===== src/rtl/mppt_po_seq.sv =====
// mppt_po_seq: perturb-and-observe MPPT iteration sequencer.
// Settles, triggers the ADC, strobes the power datapath and steps the duty.
//
// Ports:
//   clk, rst          clock, synchronous active-high reset
//   run               tracking enable (level)
//   adc_valid         ADC conversion done pulse
//   pot_act, pot_ant  current / previous power (12-bit unsigned)
//   adc_start         ADC trigger pulse
//   en[3:0]           one-hot datapath strobes (mult, latch, compare, update)
//   duty              PWM duty command
//   busy              high whenever not idle
//   fault             sticky ADC timeout flag
//
// Optional: define MPPT_SEQ_TIMEOUT_EN to add the ADC watchdog and ERROR state.
module mppt_po_seq #(
   parameter int DUTY_W     = 8,
   parameter int DUTY_INIT  = 128,
   parameter int DUTY_MIN   = 16,
   parameter int DUTY_MAX   = 240,
   parameter int STEP       = 4,
   parameter int SETTLE_CYC = 1000,
   parameter int TIMEOUT    = 4096
) (
   input  logic              clk,
   input  logic              rst,
   input  logic              run,
   input  logic              adc_valid,
   input  logic [11:0]       pot_act,
   input  logic [11:0]       pot_ant,
   output logic              adc_start,
   output logic [3:0]        en,
   output logic [DUTY_W-1:0] duty,
   output logic              busy,
   output logic              fault
);

   typedef enum logic [2:0] {
      IDLE,
      SETTLE,
      SAMPLE,
      MULT,
      LATCH,
      COMPARE,
      UPDATE
`ifdef MPPT_SEQ_TIMEOUT_EN
      , ERROR
`endif
   } state_t;

   localparam int WW    = DUTY_W + 1;
   localparam int CNT_W = (SETTLE_CYC > 1) ? $clog2(SETTLE_CYC) : 1;

   localparam logic [CNT_W-1:0]  CNT_LAST = CNT_W'(SETTLE_CYC - 1);
   localparam logic [WW-1:0]     STEP_W   = WW'(STEP);
   localparam logic [WW-1:0]     MAX_W    = WW'(DUTY_MAX);
   localparam logic [WW-1:0]     LO_W     = WW'(DUTY_MIN + STEP);
   localparam logic [DUTY_W-1:0] D_MAX    = DUTY_W'(DUTY_MAX);
   localparam logic [DUTY_W-1:0] D_MIN    = DUTY_W'(DUTY_MIN);
   localparam logic [DUTY_W-1:0] D_INIT   = DUTY_W'(DUTY_INIT);

   state_t             state_q, state_d;
   logic [CNT_W-1:0]   cnt_q, cnt_d;
   logic [DUTY_W-1:0]  duty_q, duty_d;
   logic               dir_q, dir_d;
   logic               first_q, first_d;
   logic               smp_q;
   logic [3:0]         en_c;
   logic               start_c;
   logic               accept;
   logic [WW-1:0]      up, dn;

`ifdef MPPT_SEQ_TIMEOUT_EN
   localparam int TMO_W = (TIMEOUT > 1) ? $clog2(TIMEOUT) : 1;
   localparam logic [TMO_W-1:0] TMO_LAST = TMO_W'(TIMEOUT - 1);

   logic [TMO_W-1:0] tcnt_q, tcnt_d;
   logic             fault_q;
`endif

   // adc_start only on the first SAMPLE cycle; a valid in that cycle is
   // stale (belongs to no trigger of ours) and is ignored.
   assign start_c = (state_q == SAMPLE) && !smp_q;
   assign accept  = (state_q == SAMPLE) && adc_valid && !start_c;

   // One extra bit so +STEP / -STEP never wraps before clamping.
   assign up = {1'b0, duty_q} + STEP_W;
   assign dn = {1'b0, duty_q} - STEP_W;

   always_comb begin
      state_d = state_q;
      cnt_d   = cnt_q;
      duty_d  = duty_q;
      dir_d   = dir_q;
      first_d = first_q;
      en_c    = 4'b0000;
`ifdef MPPT_SEQ_TIMEOUT_EN
      tcnt_d  = '0;
`endif
      case (state_q)
         IDLE: begin
            if (run) begin
               state_d = SETTLE;
               first_d = 1'b1;
               cnt_d   = '0;
            end
         end
         SETTLE: begin
            if (cnt_q == CNT_LAST) begin
               cnt_d   = '0;
               state_d = SAMPLE;
            end else begin
               cnt_d = cnt_q + 1'b1;
            end
         end
         SAMPLE: begin
            if (accept) begin
               state_d = MULT;
            end
`ifdef MPPT_SEQ_TIMEOUT_EN
            else if (tcnt_q == TMO_LAST) begin
               state_d = ERROR;
            end else begin
               tcnt_d = tcnt_q + 1'b1;
            end
`endif
         end
         MULT: begin
            en_c    = 4'b0001;
            state_d = LATCH;
         end
         LATCH: begin
            en_c    = 4'b0010;
            state_d = COMPARE;
         end
         COMPARE: begin
            en_c    = 4'b0100;
            state_d = UPDATE;
            if (first_q) begin
               first_d = 1'b0;
            end else if (pot_act < pot_ant) begin
               dir_d = ~dir_q;
            end
         end
         UPDATE: begin
            en_c    = 4'b1000;
            state_d = run ? SETTLE : IDLE;
            // Hitting a clamp reverses direction so the next step backs off.
            if (dir_q) begin
               if (up >= MAX_W) begin
                  duty_d = D_MAX;
                  dir_d  = 1'b0;
               end else begin
                  duty_d = up[DUTY_W-1:0];
               end
            end else begin
               if ({1'b0, duty_q} <= LO_W) begin
                  duty_d = D_MIN;
                  dir_d  = 1'b1;
               end else begin
                  duty_d = dn[DUTY_W-1:0];
               end
            end
         end
`ifdef MPPT_SEQ_TIMEOUT_EN
         ERROR: begin
            state_d = ERROR;
         end
`endif
         default: begin
            state_d = IDLE;
         end
      endcase
   end

   always_ff @(posedge clk) begin
      if (rst) begin
         state_q <= IDLE;
         cnt_q   <= '0;
         duty_q  <= D_INIT;
         dir_q   <= 1'b1;
         first_q <= 1'b1;
         smp_q   <= 1'b0;
      end else begin
         state_q <= state_d;
         cnt_q   <= cnt_d;
         duty_q  <= duty_d;
         dir_q   <= dir_d;
         first_q <= first_d;
         smp_q   <= (state_q == SAMPLE);
      end
   end

`ifdef MPPT_SEQ_TIMEOUT_EN
   always_ff @(posedge clk) begin
      if (rst) begin
         tcnt_q  <= '0;
         fault_q <= 1'b0;
      end else begin
         tcnt_q  <= tcnt_d;
         fault_q <= fault_q | (state_d == ERROR);
      end
   end

   assign fault = fault_q;
`else
   assign fault = 1'b0;
`endif

   assign adc_start = start_c;
   assign en        = en_c;
   assign duty      = duty_q;
   assign busy      = (state_q != IDLE);

endmodule


===== config.mk =====
export PLATFORM = sky130hd
export DESIGN_NAME = mppt_po_seq
export DESIGN_NICKNAME = d
export VERILOG_FILES = /design/src/rtl/mppt_po_seq.sv
export SDC_FILE = /design/constraint.sdc
export NUM_CORES = 1
export LEC_CHECK = 0
export CAP_MARGIN = 40
export CORE_MARGIN = 1
export CORE_UTILIZATION = 45
export DETAILED_ROUTE_END_ITERATION = 10
export GPL_ROUTABILITY_DRIVEN = 0
export PLACE_DENSITY = 0.86
export SYNTH_ARGS = -nofsm -noshare
export SYNTH_HDL_FRONTEND = slang
export SYNTH_SLANG_ARGS = --single-unit

===== constraint.sdc =====
create_clock -name clk -period 1.9 [get_ports clk]
set_clock_uncertainty 0.05 [all_clocks]
set_input_delay 0.19 -clock clk [delete_from_list [all_inputs] [get_ports clk]]
set_output_delay 0.19 -clock clk [all_outputs]
set_load 0.01 [all_outputs]

==> results.ini, run 1 <==
[setup_path]
path_class = in -> reg
crit_fanout = 3
end_kind = flip-flop
cp.arrival_ns = 1.91
crit_path_start_kind = input pin
required_ns = 2.01

[floorplan]
die_w_um = 64.0
core_mm2 = 0.00366
rows = 22
io_pins = 43
dieArea_mm2 = 0.00410
die_h_um = 64.0
start_util_pct = 47.3

[timing]
fmax_mhz = 554
finalSetupViolCount = 0
rsz0062_at_grt = false
slew_violations = 0
hold_viol = 0
timing.final.crit_share_pct = 95.0
period_minus_slack_ns = 1.81

[logic_synthesis]
yosys.cell_types.count = 52
synth_edf_count = 0
synth_compound_area_share_pct = 26.6
synth_top_family_by_area = simple AND/OR/NAND/NOR gates
netlist_area_mm2 = 0.00173
syn_inst = 233
synthArstFlopShare_pct = 0
synth_xor_area_share_pct = 0
synth_mux_area_share_pct = 0.578
synth_seq_cells = 22
synth-adder-area-share_pct = 10.8
synth_simple_gate_area_share_pct = 27.8
seq_area_frac_synth_pct = 25.5
ys_warn_count = 0
syn_area_per_cell_um2 = 7.43
ys.flop_type = dfxtp_1

[place]
detailed_place_hpwl_mm = 3.08
place_area_mm2 = 0.00223
port_buffers = 39

[cts]
cts.sinks = 22
root_buffer = clkbuf_8
worstSkewPairLatency_ns = 0.26
htree_num_levels = 1
clk_pin_slew_ns = 0.09
cts_buffer_depth = 2
cts_tree = built
cts_buffers = 3
ctsHoldBuffers = 0
postCtsSetupBuffers = 0

[grt]
grt_pass1_wl_mm = 6.62
track_usage_pct = 19.7
grt_max_degree = 25
grt_overflow = 0
antenna_found_initial = 0
grt_pass1_vias = 1653

[pwr]
fin_total_pwr_w = 0.00133
power.leakage_nw = 0.988
powerDensity_mw_per_mm2 = 565
ir_drop_mv = 0.340

[routing]
drtIter0Drc = 102
wl_per_cell_um = 12.8
drtAntennaViolNets = 0
routed_wl_mm = 4.19
vias_per_cell = 5.70
vias = 1857
route.detailed.drc = 0
dr.pass1.iters = 4

[finish]
multi_input_area_mm2 = 0.00119
final_common_cell = clkdlybuf4s50_1
final_cell_mix = clkdlybuf4s50_1 (37), nor2_1 (21), nand2_1 (21), a21oi_1 (20), dfxtp_1 (18)
diodes = 0
fin_area_mm2 = 0.00235
fillers = 327
area.growth.synth_to_final_pct = 35.6
fin_nets = 322
drive_above_1_share_pct = 12.9
register_area_um2 = 448

[hold_path]
hold_class = reg -> reg

[flow_run]
maxCapViolations = 0

[status]
status = complete, no violations

## cells by family (layout without fill, tap and decap cells)
family	after synthesis	in the layout
adder cells (fa/ha/maj)	15	15
buffers and inverters	34	77
AO/OA/AOI/OAI	70	70
other	1	3
multiplexers	1	1
flip-flops	22	22
AND/OR/NAND/NOR	90	90
## flip-flops by register name, indices dropped and copies added, names as in the netlist
name and count:
dir_q 1, first_q 1, cnt_q 10, state_q 3, duty 6, smp_q 1
## critical path, stage by stage
cell and delay (ns):
clkdlybuf4s50_1 0.47, inv_1 0.06, ha_4 0.22, a21oi_2 0.13, o2111ai_2 0.12, or4b_1 0.47
a21o_1 0.16, o311a_1 0.09
## area by class of cell
cell class                 count  area share (%)
sequential                    22            19.1
tap                           48            2.56
timing repair buffer          54            21.6
clock inverter                 1            1.28
inverter                      19            3.04
multi-input combinational    179            50.6
clock buffer                   3            1.76
## routing by layer
| layer | part of all wire (%) | track usage, % |
|---|---|---|
| met1 | 43 | 22.7 |
| met2 | 50 | 36.7 |
| met3 | 6.3 | 3.04 |
| met4 | 1.1 | 6.25 |
| met5 | 0 | 0 |
## synth_stat cells, types with 3 or more instances
cell type	count	area, um^2
a21boi_0	3	22.5
a21o_1	3	22.5
a21oi_1	21	105
a311oi_1	5	43.8
a31oi_1	3	18.8
and3_1	5	31.3
buf_2	6	30.0
buf_4	3	22.5
clkbuf_1	6	22.5
dfxtp_1	22	440
ha_1	15	188
inv_1	16	60.1
inv_2	3	11.3
nand2_1	21	78.8
nand2b_1	3	18.8
nand3_1	6	30.0
nand4_1	4	25.0
nor2_1	21	78.8
nor3_1	10	50.1
o21a_1	4	30.0
o21ai_0	13	65.1
## per-stage QoR
step	instances	hold slack (ns)	setup TNS (ns)	util [%]	setup slack [ns]
3_3_place_gp	322	0.421	-0.216	60.8	-0.216
4_1_cts	326	0.440	0	62.8	0.0224
5_1_grt	326	0.481	0	64.1	0.00635
3_5_place_dp	322	0.427	-0.274	60.8	-0.274
2_1_floorplan	235	0.322	0	-	0.00597
6_report	326	0.440	0	64.1	0.0947
## power by group
part	switching, W	total (W)	internal (W)
Combinational	0.000191	0.000385	0.000194
Clock	0.000154	0.000435	0.000281
Sequential	0.0000246	0.000507	0.000482
## worst paths after layout
check | to | slack (ns) | startpoint | cells after the start
worst max-delay path | dir_q | 0.09 | pot_ant[10] | 8
worst min-delay path | cnt_q[8] | 0.44 | cnt_q[8] | 1
worst max register to register | dir_q | 0.11 | duty[2] | 7
worst min register to register | cnt_q[8] | 0.44 | cnt_q[8] | 1
## repair_timing
item	in CTS	in global routing
pin swaps	0	1
gates resized for setup	1	10
setup endpoints to repair	1	5
Power figures use the tool's default switching activity.
==> run 2, diff against run 1 <==
--- a/config.mk
+++ b/config.mk
@@ -6,7 +6,7 @@
 export NUM_CORES = 1
 export LEC_CHECK = 0
 export CAP_MARGIN = 40
-export CORE_MARGIN = 1
+export CORE_MARGIN = 1.5
 export CORE_UTILIZATION = 45
 export DETAILED_ROUTE_END_ITERATION = 10
 export GPL_ROUTABILITY_DRIVEN = 0
@@ -14,3 +14,4 @@
 export SYNTH_ARGS = -nofsm -noshare
 export SYNTH_HDL_FRONTEND = slang
 export SYNTH_SLANG_ARGS = --single-unit
+export TNS_END_PERCENT = 20
==> run 2 against run 1 <==
Net effect:
- clock-buffer cell count is the same
- register-to-register slack worse by 0.03 ns
- largest cell class unchanged
- critical path depth shrank 5
- combinational power decreased by 1%
- worst setup slack got worse by 0.027 ns
- sequential share of layout area about the same
- cell count is 0.31% lower
- critical endpoint is now busy
- flip-flop and latch count is the same
==> results.ini, run 2 (synthesized netlist as in run 1, its figures left out) <==
[setup_path]
cp.arrival_ns = 1.59
crit_path_start_kind = flip-flop
slowest_delay_ns = 0.48
slowest_stage = clkdlybuf4s50_1
cp.buffers_inverters = 2
critPathTopFamily = buffers and inverters
required_ns = 1.66
crit_chain = buf_4, or3_1, clkdlybuf4s50_1
path_class = reg -> out
crit_fanout = 9
end_kind = primary output

[status]
status = complete, no violations

[timing]
setup_tns_ns = 0
timing.final.crit_share_pct = 96.4
rsz0062_at_grt = true
hold_viol = 0
period_minus_slack_ns = 1.83
maxSlewHeadroom_pct = 59.1
fmax_mhz = 546
worst_pin_slew_ns = 0.599
finalSetupViolCount = 0
holdWs_ns = 0.448
slew_violations = 0

[cts]
postCtsSetupBuffers = 0
cts.sinks = 22
root_buffer = clkbuf_8
cts_buffer_depth = 2
cts_tree = built
clk_pin_slew_ns = 0.08
htree_num_levels = 1
cts_resized = 0
ctsHoldBuffers = 0
cts_buffers = 3
worstSkewPairLatency_ns = 0.26

[grt]
track_usage_pct = 19.6
grt_pass1_wl_mm = 6.78
antenna_found_initial = 0
grt_pass1_vias = 1651
grt_overflow = 0
grt_max_degree = 25

[floorplan]
io_pins = 43
dieArea_mm2 = 0.00423
start_util_pct = 46.9
core_mm2 = 0.00369
rows = 22
die_h_um = 65.0
die_w_um = 65.0

[routing]
vias = 1830
drtAntennaViolNets = 0
drtIter0Drc = 83
routed_wl_mm = 4.07
dr.pass1.iters = 4
vias_per_cell = 5.63
route.detailed.drc = 0
wl_per_cell_um = 12.5

[finish]
drive_above_1_share_pct = 11.6
final_common_cell = clkdlybuf4s50_1
area.growth.synth_to_final_pct = 34.4
largest_reg_flops = 10
final_cell_mix = clkdlybuf4s50_1 (38), nor2_1 (21), nand2_1 (21), a21oi_1 (20), dfxtp_1 (20)
largest_register = cnt_q
stdcell_count = 325
post-route-util_pct = 63.1
fin_nets = 321
diodes = 0

[place]
detailed_place_hpwl_mm = 3.02
port_buffers = 39
dpl.cell_count = 321

[pwr]
ir_drop_mv = 0.438
powerDensity_mw_per_mm2 = 567
fin_total_pwr_w = 0.00132
power.leakage_nw = 0.969

[flow_run]
maxCapViolations = 0

[hold_path]
hold_class = reg -> reg

[run 2: cell count changes in the layout (fill, tap and decap cells not counted)]
cell,change
dfxtp_1,+2
a21boi_0,-1
a21boi_1,+1
buf_4,-1
clkdlybuf4s50_1,+1
dfxtp_2,-1
dfxtp_4,-1
dlymetal6s2s_1,-1
o2111ai_1,+1
o2111ai_2,-1
[run 2: routing by layer]
metal	up-vias	global-route usage, %	routed length (um)
li1	938	-	-
met1	838	23.8	1840
met2	47	35.2	1970
met3	7	2.78	196
met4	0	6.77	68
met5	-	0	0
[run 2: worst register-to-register path, cell delays in order, from the launching register on]
cell	delay, ns
dfxtp_2	0.39
inv_1	0.09
ha_1	0.21
or3b_4	0.41
nand3_1	0.10
a22o_1	0.13
a31oi_1	0.04
o311a_1	0.29
[run 2: final cells by class]
class | instances | area (um^2)
Tap cell | 48 | 60.1
Clock inverter | 1 | 30.0
Inverter | 19 | 71.3
Timing Repair Buffer | 53 | 498
Sequential cell | 22 | 443
Multi-Input combinational cell | 179 | 1180
Fill cell | 328 | 1360
Clock buffer | 3 | 41.3
[run 2: per-stage QoR]
stage                     instance area [um^2]  setup WS [ns]
after floorplan                           1740        0.00597
after global placement                    2220         -0.210
after detailed placement                  2220         -0.272
after CTS                                 2290        0.00353
after global routing                      2330        -0.0194
final                                     2330         0.0677
[run 2: worst paths after layout]
kind	startpoint	end	slack, ns	depth (start not counted)
worst max-delay path	state_q[1]	busy	0.07	3
worst min-delay path	cnt_q[8]	cnt_q[8]	0.45	1
worst max register to register	duty[2]	dir_q	0.08	7
worst min register to register	cnt_q[8]	cnt_q[8]	0.45	1
[run 2: where the power goes]
| group | switching (W) | leakage, nW | internal (W) | total [W] |
|---|---|---|---|---|
| registers | 0.0000246 | 0.179 | 0.000483 | 0.000508 |
| clock network | 0.000149 | 0.0357 | 0.000281 | 0.000430 |
| logic | 0.000185 | 0.755 | 0.000195 | 0.000380 |
==> edit 1 (flow settings as in run 2) <==
Encoding of `state_t`: now Gray code (3 bits for 7 states).
--- a/src/rtl/mppt_po_seq.sv
+++ b/src/rtl/mppt_po_seq.sv
@@ -36,13 +36,13 @@
 );
 
    typedef enum logic [2:0] {
-      IDLE,
-      SETTLE,
-      SAMPLE,
-      MULT,
-      LATCH,
-      COMPARE,
-      UPDATE
+      IDLE    = 3'b000,
+      SETTLE  = 3'b001,
+      SAMPLE  = 3'b011,
+      MULT    = 3'b010,
+      LATCH   = 3'b110,
+      COMPARE = 3'b111,
+      UPDATE  = 3'b101
 `ifdef MPPT_SEQ_TIMEOUT_EN
       , ERROR
 `endif
Formal check against the unedited RTL: no difference found for any inputs over 10 cycles, from zero or initial values and one cycle with rst high; not proved beyond that.
==> edit 1 against run 2 <==
  * Design area decreased by 0.32%
  * Sequential cell count stayed put
  * Power shrank 15%
  * Routed wire length increased by 4.5%
  * Synthesized cell count down 6.4%
  * Area after synthesis is 2.6% lower
  * Utilization increased by 0.75 points
  * Setup slack better by 0.012 ns
  * Cell count is 3.4% lower
==> edit 1: results (changes against run 2) <==
- The number of flip-flops and latches came to 22 (unchanged).
- The largest fanout on the critical path is 3 (-6).
- The slew at the pin with the worst max-slew slack was 0.590 ns (-0.00917 ns).
- The met2 capacity usage during global routing is 38.7% (+3.5 points).
- The via total after detailed routing is 1774 (-3.1%).
- The number of global-route vias before repair is 1627 (-1.5%).
- The post-layout total power was 0.00111 W (-15%).
- The sequential cell area fraction in the yosys report is 26.1% (+0.68 points).
- The total wire length came to 4260 um (+4.5%).
- The number of buffers created by CTS was 3 (unchanged).
- The buffer count excluding the clock tree in the final layout is 57 (+7.5%).
- The static leakage is 0.938 nW (-3.3%).
- The run finished with clean final reports.
- The sequential cell area share came to 19.2% (+0.17 points).
- The logic gate share of total power is 29.6% (+0.7 points).
- The first-pass GRT wire length was 7130 um (+5.2%).
- The proportion of cell area spent on the clock network came to 1.78% (-1.3 points).
- The fraction of area in multi-input gates is 50.7% (-0.16 points).
- The multi-input combinational gate total was 167 (-6.7%).
- The count of instances resized after the clock tree is built is 9 (+9).
- The largest incremental delay on the critical path was 0.45 ns (-0.03 ns).
- The non-clock inverter count in the final layout is 17 (-2).
- The commonest cells after synthesis are 22 x dfxtp_1, 22 x nor2_1, 16 x inv_1.
- The total global routing track utilization is 21.0% (+1.4 points).
- The number of fill cells is 313 (-4.6%).
- The HPWL after detailed placement is 3120 um (+3.5%).
- The share of cells above drive strength 1 is 16.5% (+5.0 points).
- The sequential-cell power consumption is 0.000499 W (-2%).
- The arrival time at the worst endpoint is 1.92 ns (+0.33 ns).
- The maximum number of pins on one net before global-route repair is 20 (-20%).
- The worst-case reg-to-reg path depth is 8 (+1).
- By area the synthesized netlist is led by dfxtp_1 26%, ha_1 11%, nor2_1 4.9%.
- The layout net count is 311 (-3.1%).
[edit 1: cell types whose count changed in the layout (fill, tap and decap cells not counted), sizes merged, moves of 3 or more]
cell    change
a21oi       -7
nand2       -7
a211oi      +6
and2        +4
buf         +4
a21boi      -3
nand3b      -3
nor2        +3
o21a        -3
o21ai       -3
[edit 1: metrics by stage]
stage | setup WS, ns | std cells | area, um2 | TNS, ns
3_5_place_dp | -0.398 | 310 | 2200 | -0.449
2_1_floorplan | 0.0676 | 220 | 1700 | 0
5_1_grt | -0.0170 | 314 | 2320 | -0.0289
3_3_place_gp | -0.319 | 310 | 2200 | -0.319
6_report | 0.0795 | 314 | 2320 | 0
4_1_cts | 0.0225 | 313 | 2270 | 0
[edit 1: kinds of logic (layout without fill, tap and decap cells)]
group | Yosys count | count (layout) | share of synthesized area, %
other cells | 1 | 3 | 0.223
xor+xnor | 1 | 1 | 0.520
simple gates | 86 | 86 | 26.7
fa+ha+maj | 16 | 16 | 11.7
compound gates | 60 | 60 | 25.8
flops | 22 | 22 | 26.1
buf+inv | 31 | 77 | 8.24
mux | 1 | 1 | 0.594
[edit 1: worst max-delay path, delay by kind of cell]
family          cells  cell delay (ns)
compound gates      5             0.92
fa+ha+maj           1             0.30
buf+inv             2             0.49
[edit 1: worst paths after layout]
kind | from | to | slack, ns
worst max-delay path | pot_ant[10] | dir_q | 0.08
worst min-delay path | cnt_q[8] | cnt_q[8] | 0.45
worst max register to register | duty[2] | duty[4] | 0.09
worst min register to register | cnt_q[8] | cnt_q[8] | 0.45
[edit 1: metal layers]
metal	wire length, um	vias up
met2	2210	62
li1	-	888
met3	223	7
met4	46	0
met5	0	-
met1	1780	817
==> edit 2 (settings of run 2) <==
Without the edit above. Add a define of `MPPT_SEQ_TIMEOUT_EN`.
--- a/src/rtl/mppt_po_seq.sv
+++ b/src/rtl/mppt_po_seq.sv
@@ -13,6 +13,8 @@
 //   fault             sticky ADC timeout flag
 //
 // Optional: define MPPT_SEQ_TIMEOUT_EN to add the ADC watchdog and ERROR state.
+`define MPPT_SEQ_TIMEOUT_EN
+
 module mppt_po_seq #(
    parameter int DUTY_W     = 8,
    parameter int DUTY_INIT  = 128,
Check against the original RTL: no difference found for any inputs over 10 cycles, from zero or initial values and one cycle with rst high; that may be too few to reach the edited logic, so the function may still have changed.
==> edit 2 against run 2 <==
  * Power is 17% higher
  * Critical path depth increased by 2
  * Global-route usage fell by 0.12 points
  * Sequential cell count increased by 13
  * Area after synthesis up 24%
  * Utilization grew 0.89 points
  * Design area increased by 23%
  * Cell count rose by 18%
  * Routed wire length up 21%
  * Sequential share of layout area rose by 5.6 points
  * Setup slack worse by 0.031 ns
  * Via count increased by 19%
  * Highest routed layer unchanged
  * Critical endpoint is now duty[3]
  * First-iteration DRC count increased to 2.8 times the old value
  * Clock power is 37% higher
==> edit 2: results (changes against run 2) <==
- The flow ran to the end, and the final reports show no timing, DRC or antenna violations.
- The register bank with the most flops is tcnt_q.
- The maximum level of the CTS H-tree is 2 (+1).
- The share of cells above drive strength 1 is 13.0% (+1.5 points).
- The total global routing track utilization came to 19.5% (-0.12 points).
- The largest fanout on the critical path was 6 (-3).
- Among cell families on the critical path, the largest total delay comes from compound AO/OA/AOI/OAI gates.
- The number of global-route vias before repair was 1950 (+18%).
- The post-place instance area is 2710 um2 (+22%).
- The number of distinct standard cells referenced by the synthesized netlist was 47 (-9.6%).
- The switching component of the power is 0.000352 W (-1.9%).
- The worst path required time is 2.01 ns (+0.35 ns).
- The number of buffers created by CTS was 5 (+2).
- On the critical path, the stage with the largest delay is an instance of or4b_1.
- The maximum clock insertion buffer count is 2 (unchanged).
- The largest single stage delay on the critical path is 0.49 ns.
- The layout net count came to 373 (+16%).
- The flip-flop count of the largest register after layout is 12 (+2).
- The detail-routed net length per standard cell came to 12.9 um (+3.1%).
- The quantity of I/O buffers inserted on ports is 40 (+2.6%).
- The worst relative slew slack is 66.6% (+7.5 points).
- The maximum number of pins on one net before global-route repair is 18 (-28%).
- The via total after detailed routing is 2171 (+19%).
- The DRC violation total after the first TritonRoute iteration is 232 (+180%).
- Ranked by instance count, the synthesized netlist is headed by 38 x nor2_1, 35 x dfxtp_1, 19 x inv_1.
- The highest ir drop seen on vdd was 0.552 mV (+26%).
- The first-pass GRT wire length was 8240 um (+22%).
- The HPWL after detailed placement came to 3650 um (+21%).
- The sequential cell area fraction in the yosys report was 32.6% (+7.1 points).
- The static leakage came to 1.15 nW (+19%).
- The clock-pin slew reported for the worst setup and hold paths after clock tree synthesis is 0.06 ns (-0.02 ns).
- The number of fill cells is 385 (+17%).
- The clock latency of the later-clocked register in the worst-skew pair was 0.29 ns (+0.03 ns).
==> edit 2: changes by cell type in the layout (fill, tap and decap cells not counted), sizes merged, moves of 6 or more <==
cell / before / now
nor3: 11 / 5
nand3: 6 / 15
nor2: 21 / 38
xor2: 0 / 7
dfxtp: 22 / 35
a21oi: 22 / 13
==> edit 2: cells by family after synthesis <==
| family | share of synthesized area (%) |
|---|---|
| AND/OR/NAND/NOR | 25.8 |
| AO/OA/AOI/OAI | 21.4 |
| flip-flops | 32.6 |
| buffers and inverters | 6.17 |
| adder cells (fa/ha/maj) | 9.31 |
| XOR/XNOR | 4.07 |
| other | 0.174 |
| multiplexers | 0.465 |
==> edit 2: timing repair <==
item	in CTS	in global routing
resized for setup	6	11
pin swaps	0	2
cloned	0	0
setup endpoints to repair	7	9
==> edit 2: final cells by class <==
type | count | area (um2) | area share [%]
Inverter | 20 | 75.1 | 2.62
Timing Repair Buffer | 59 | 547 | 19.1
Sequential cell | 35 | 706 | 24.7
Clock buffer | 8 | 100 | 3.50
Tap cell | 52 | 65.1 | 2.27
Multi-Input combinational cell | 208 | 1370 | 47.8
==> edit 2: final timing paths <==
kind / start / to / slack (ns) / depth (start not counted)
worst max-delay path: duty[2] / duty[3] / 0.04 / 5
worst min-delay path: tcnt_q[0] / tcnt_q[0] / 0.42 / 1
worst max register to register: duty[2] / duty[3] / 0.04 / 5
worst min register to register: tcnt_q[0] / tcnt_q[0] / 0.42 / 1
==> edit 2: stage by stage <==
stage               power [W]  util, %  setup WS, ns  std cells  hold slack [ns]
floorplan            0.000854        -        0.0217        276            0.236
global placement     0.000946     60.5        -0.295        374            0.394
detailed placement   0.000950     60.5        -0.298        374            0.408
CTS                   0.00154     63.0       0.00525        382            0.425
global route          0.00159     64.0       -0.0486        382            0.473
finish                0.00154     64.0        0.0364        382            0.418
==> edit 2: power by group through the flow <==
stage	Sequential, W	Clock (W)	Combinational [W]
floorplan	0.000759	0	0.0000957
global placement	0.000761	0	0.000185
detailed placement	0.000761	0	0.000190
CTS	0.000744	0.000602	0.000192
global route	0.000745	0.000625	0.000225
finish	0.000745	0.000590	0.000202
==> edit 2: per-layer routing <==
metal  part of all wire [%]  GRT usage, %  up-vias
li1                       -             -     1097
met1                     44          24.0      994
met2                     48          34.2       73
met3                    6.6          3.75        7
met4                    1.4          6.29        0
met5                      0             0        -
